<file path="src/rtl/dcim_pkg.sv">
// dcim_pkg: shared constants and helpers for the DCIM macro local MAC slice.
//   LANES  - lanes per bit-cell row
//   WBITS  - stored weight width per lane
//   OUT_W  - saturated local MAC result width
//   ROW_W  - signed width of one row's gated sum
//   SUM_W  - signed width of the two-row raw sum
//   U_MAX / S_MAX / S_MIN - saturation limits for unsigned / signed modes
package dcim_pkg;

  localparam int LANES = 8;
  localparam int WBITS = 12;
  localparam int OUT_W = 15;
  localparam int ROW_W = 16;
  localparam int SUM_W = 17;

  localparam logic signed [SUM_W-1:0] U_MAX = 17'sd32767;
  localparam logic signed [SUM_W-1:0] S_MAX = 17'sd16383;
  localparam logic signed [SUM_W-1:0] S_MIN = -17'sd16384;

  // Clamp the raw 17-bit sum into the 15-bit result range. In unsigned
  // mode the sum is never negative, so only the upper bound applies.
  function automatic logic [OUT_W-1:0] sat_result(
    input logic signed [SUM_W-1:0] s,
    input logic                    sus
  );
    logic signed [SUM_W-1:0] c;
    if (!sus) begin
      c = (s > U_MAX) ? U_MAX : s;
    end else if (s > S_MAX) begin
      c = S_MAX;
    end else if (s < S_MIN) begin
      c = S_MIN;
    end else begin
      c = s;
    end
    return c[OUT_W-1:0];
  endfunction

endpackage

</file>
<file path="src/rtl/local_mac_row.sv">
// local_mac_row: one bit-cell row of the local MAC. Each lane's weight is
// extended (zero or sign per sus), gated by its activation bit, and the
// eight terms are summed through a balanced adder tree. Purely combinational.
//   wb       in  LANES*WBITS  row weights, lane i = wb[WBITS*i +: WBITS]
//   rwlb     in  LANES        activation bits, bit i enables lane i
//   sus      in  1            0 = unsigned weights, 1 = two's-complement
//   row_sum  out ROW_W        signed gated row sum
module local_mac_row
  import dcim_pkg::*;
(
  input  logic [LANES*WBITS-1:0]  wb,
  input  logic [LANES-1:0]        rwlb,
  input  logic                    sus,
  output logic signed [ROW_W-1:0] row_sum
);

  logic signed [ROW_W-1:0] term [LANES];
  logic signed [ROW_W-1:0] lvl1 [LANES/2];
  logic signed [ROW_W-1:0] lvl2 [LANES/4];

  // 16 bits suffice: 8 * 4095 = 32760 and 8 * -2048 = -16384.
  always_comb begin
    logic [WBITS-1:0] w;
    logic             ext_bit;
    w       = '0;
    ext_bit = 1'b0;
    for (int i = 0; i < LANES; i++) begin
      w       = wb[WBITS*i +: WBITS];
      ext_bit = sus & w[WBITS-1];
      term[i] = rwlb[i] ? $signed({{(ROW_W-WBITS){ext_bit}}, w}) : '0;
    end
  end

  always_comb begin
    for (int i = 0; i < LANES/2; i++) begin
      lvl1[i] = term[2*i] + term[2*i+1];
    end
    for (int i = 0; i < LANES/4; i++) begin
      lvl2[i] = lvl1[2*i] + lvl1[2*i+1];
    end
    row_sum = lvl2[0] + lvl2[1];
  end

endmodule

</file>
<file path="src/rtl/local_mac.sv">
// local_mac: local multiply-accumulate slice of the DCIM macro. Two rows of
// eight gated 12-bit weights are summed, saturated to 15 bits according to
// sus, and registered. One cycle latency, a new operand set every cycle.
//   clk        in  1    clock, rising edge
//   rst        in  1    synchronous active-high reset, clears mac_out
//   wb0        in  96   row-0 weights
//   wb1        in  96   row-1 weights
//   rwlb_row0  in  8    row-0 activations
//   rwlb_row1  in  8    row-1 activations
//   sus        in  1    0 = unsigned, 1 = signed weights and result
//   mac_out    out 15   registered saturated sum
module local_mac
  import dcim_pkg::*;
(
  input  logic                   clk,
  input  logic                   rst,
  input  logic [LANES*WBITS-1:0] wb0,
  input  logic [LANES*WBITS-1:0] wb1,
  input  logic [LANES-1:0]       rwlb_row0,
  input  logic [LANES-1:0]       rwlb_row1,
  input  logic                   sus,
  output logic [OUT_W-1:0]       mac_out
);

  logic signed [ROW_W-1:0] row0_sum;
  logic signed [ROW_W-1:0] row1_sum;
  logic signed [SUM_W-1:0] raw_sum;

  local_mac_row u_row0 (
    .wb      (wb0),
    .rwlb    (rwlb_row0),
    .sus     (sus),
    .row_sum (row0_sum)
  );

  local_mac_row u_row1 (
    .wb      (wb1),
    .rwlb    (rwlb_row1),
    .sus     (sus),
    .row_sum (row1_sum)
  );

  // Row sums are signed in both modes (unsigned row max still fits 16-bit
  // signed), so a sign extension to 17 bits is always correct.
  always_comb begin
    raw_sum = $signed({row0_sum[ROW_W-1], row0_sum}) +
              $signed({row1_sum[ROW_W-1], row1_sum});
  end

  always_ff @(posedge clk) begin
    if (rst) begin
      mac_out <= '0;
    end else begin
      mac_out <= sat_result(raw_sum, sus);
    end
  end

endmodule

</file>
<file path="config.mk">
export PLATFORM = sky130hd
export DESIGN_NAME = local_mac
export DESIGN_NICKNAME = d
export VERILOG_FILES = /design/src/rtl/dcim_pkg.sv /design/src/rtl/local_mac_row.sv /design/src/rtl/local_mac.sv
export SDC_FILE = /design/constraint.sdc
export NUM_CORES = 1
export LEC_CHECK = 0
export CAP_MARGIN = 10
export CORE_MARGIN = 3
export CORE_UTILIZATION = 25
export DETAILED_ROUTE_END_ITERATION = 10
export PLACE_DENSITY = 0.49
export SYNTH_ARGS = -nofsm -noshare
export SYNTH_HDL_FRONTEND = slang
export SYNTH_HIERARCHICAL = 1
export SYNTH_SLANG_ARGS = --single-unit
export TNS_END_PERCENT = 100
</file>
<file path="constraint.sdc">
create_clock -name clk -period 10.53 [get_ports clk]
set_clock_uncertainty 0.15 [all_clocks]
set_input_delay 2.6325 -clock clk [delete_from_list [all_inputs] [get_ports clk]]
set_output_delay 2.6325 -clock clk [all_outputs]
set_load 0.02 [all_outputs]
</file>
==> impl_metrics.tcl <==
set metrics [dict create \
    path_class "primary input to register" \
    drive_above_1_share 0.0222 \
    ys_seq_elements 15 \
    dp_hpwl_mm 21.1 \
    post-route-period-util 0.938 \
    critPathSlowestCell "xnor2_1" \
    post-route-min-period_ns 9.87 \
    arrival_ns 9.89 \
    h-tree-depth 1 \
    final_util 0.349 \
    worst_pin_slew_ns 1.12 \
    cts_root_buf "clkbuf_16" \
    ios 226 \
    hold_buffers 0 \
    fp-row-count 63 \
    final_max_slew_viol_count 0 \
    first_pass_iters 5 \
    netlist_area_um2 7770 \
    vias 6494 \
    gp_congestion 0.796 \
    mostFrequentLayoutCell "clkdlybuf4s50_1" \
    nNetsFinal 1503 \
    fin_setup_tns_ns 0 \
    crit_required_ns 10.55 \
    drt_iter0_markers 302 \
    wl_mm 23.0 \
    ys.flop_type "dfxtp_1" \
    antenna_found_initial 0 \
    dp_cells 1466 \
    clockBufferDepth 2 \
    die_h_um 182 \
    clkSinkCount 15 \
    start_util 0.258 \
    biggestRegsByFlops "mac_out: 15 flops" \
    instances_no_fill 1470 \
    max_freq_mhz 101 \
    async_flop_share 0 \
    numCtsBuffers 3 \
    cp-end-kind "register" \
    report.final.setup_viol 0 \
    hold_path_class "primary input to register" \
    die_w_um 182 \
    largest_reg_flops 15 \
    cts_resized 0 \
    maxCapViolCount 0 \
    yosysWarnings 6 \
    worst_setup_path_start_kind "primary input" \
    cts_setup_buffers 0 \
    post_drt_via_cell_ratio 4.42 \
    grt_max_degree 17 \
    worstHoldStart "rst" \
    track_usage 0.139 \
    drc 0 \
    wl_per_cell_um 15.7 \
    cp_max_fo 13 \
    critPathLaunch "rwlb_row0[6]" \
    grt_pass1_wl_mm 37.3 \
    mostFrequentLayoutCells "225 x clkdlybuf4s50_1, 163 x fa_1, 158 x inv_1, 157 x and2_1, 67 x nand2_1" \
    grt_overflow 0 \
    outcome "complete, no violations" \
    diodes 0 \
    fillers 3121 \
    die-area_um2 33200 \
    ant_nets 0 \
    yosysSeqAreaShare 0.0387 \
    slew-limit-headroom 0.250 \
    cpPeakStageDelay_ns 0.79 \
    port_buffers 225 \
    synth_fp_nets 1294 \
    top_register "mac_out" \
    coreArea_um2 30100 \
    cts_tree "yes" \
    grt_pass1_vias 7049 \
    clk_pin_slew_ns 0.05 \
    syn_area_per_cell_um2 8.91 \
    area_growth_pct 35.2 \
    cpMostUsedCell "fa_1" \
    finalHoldViolCount 0 \
    synth_edf_count 0 \
    yosysUniqueCellTypes 51 \
    synth_cells 872 \
    rsz0062_at_grt "no" \
]
## metrics by stage
stage               hold slack [ns]  cell area, um^2  setup WS [ns]
CTS                            3.20            10500          0.634
global route                   3.26            10500         0.0468
global placement               3.29            10400          0.542
floorplan                      2.55             7770           2.04
finish                         3.23            10500          0.656
detailed placement             3.28            10400          0.411
## Yosys cell counts, types with 6 or more instances
| cell type | count | share of area |
|---|---|---|
| ha_1 | 48 | 0.077 |
| nand2b_1 | 7 | 0.0056 |
| and2_1 | 157 | 0.13 |
| nor2b_1 | 6 | 0.0048 |
| a21oi_2 | 8 | 0.0090 |
| xor2_1 | 8 | 0.0090 |
| o21ai_0 | 11 | 0.0071 |
| xnor2_1 | 28 | 0.032 |
| nor2_1 | 22 | 0.011 |
| nand2_1 | 67 | 0.032 |
| a21o_1 | 24 | 0.023 |
| nor3_1 | 7 | 0.0045 |
| inv_1 | 158 | 0.076 |
| a21oi_1 | 18 | 0.012 |
| dfxtp_1 | 15 | 0.039 |
| clkbuf_1 | 20 | 0.0097 |
| o211ai_1 | 6 | 0.0058 |
| nand3_1 | 14 | 0.0090 |
| o21a_1 | 10 | 0.0097 |
| and3_1 | 13 | 0.010 |
| fa_1 | 163 | 0.42 |
| a31oi_1 | 15 | 0.012 |
## critical path, delay by kind of cell
family / cells / cell delay, ns
adder cells (fa/ha/maj): 7 / 2.90
AO/OA/AOI/OAI: 9 / 1.44
AND/OR/NAND/NOR: 4 / 1.04
buffers and inverters: 4 / 0.93
XOR/XNOR: 2 / 0.93
## final cells by class
cell class	count	area, um^2	area share
inverters	158	593	0.0565
multi-input cells	677	6780	0.646
repair buffers	226	2260	0.215
clock buffers	4	78.8	0.00750
flip-flops and latches	15	300	0.0286
well taps	390	488	0.0465
## layer usage
layer | up-vias | share of wire | GRT usage
li1 | 3148 | - | -
met1 | 3250 | 0.41 | 0.179
met2 | 82 | 0.56 | 0.265
met3 | 14 | 0.019 | 0.00957
met4 | 0 | 0.010 | 0.0143
met5 | - | 0 | 0
## cells by family (layout without fill, tap and decap cells)
| logic type | Yosys count | count (layout) | synth area share |
|---|---|---|---|
| flops | 15 | 15 | 0.0387 |
| xor+xnor | 36 | 36 | 0.0406 |
| fa+ha+maj | 211 | 211 | 0.497 |
| simple gates | 307 | 307 | 0.220 |
| buf+inv | 180 | 388 | 0.0881 |
| mux | 1 | 1 | 0.00145 |
| compound gates | 122 | 122 | 0.114 |
## path summary, 6_finish.rpt
| path | slack, ns | endpoint | cells after the start |
|---|---|---|---|
| setup / recovery | 0.66 | mac_out[0]$_SDFF_PP0_ | 26 |
| hold / removal | 3.23 | mac_out[11]$_SDFF_PP0_ | 2 |
Power is not shown: default switching activity piles up to over one toggle a cycle in this logic, so the estimate is an artifact.
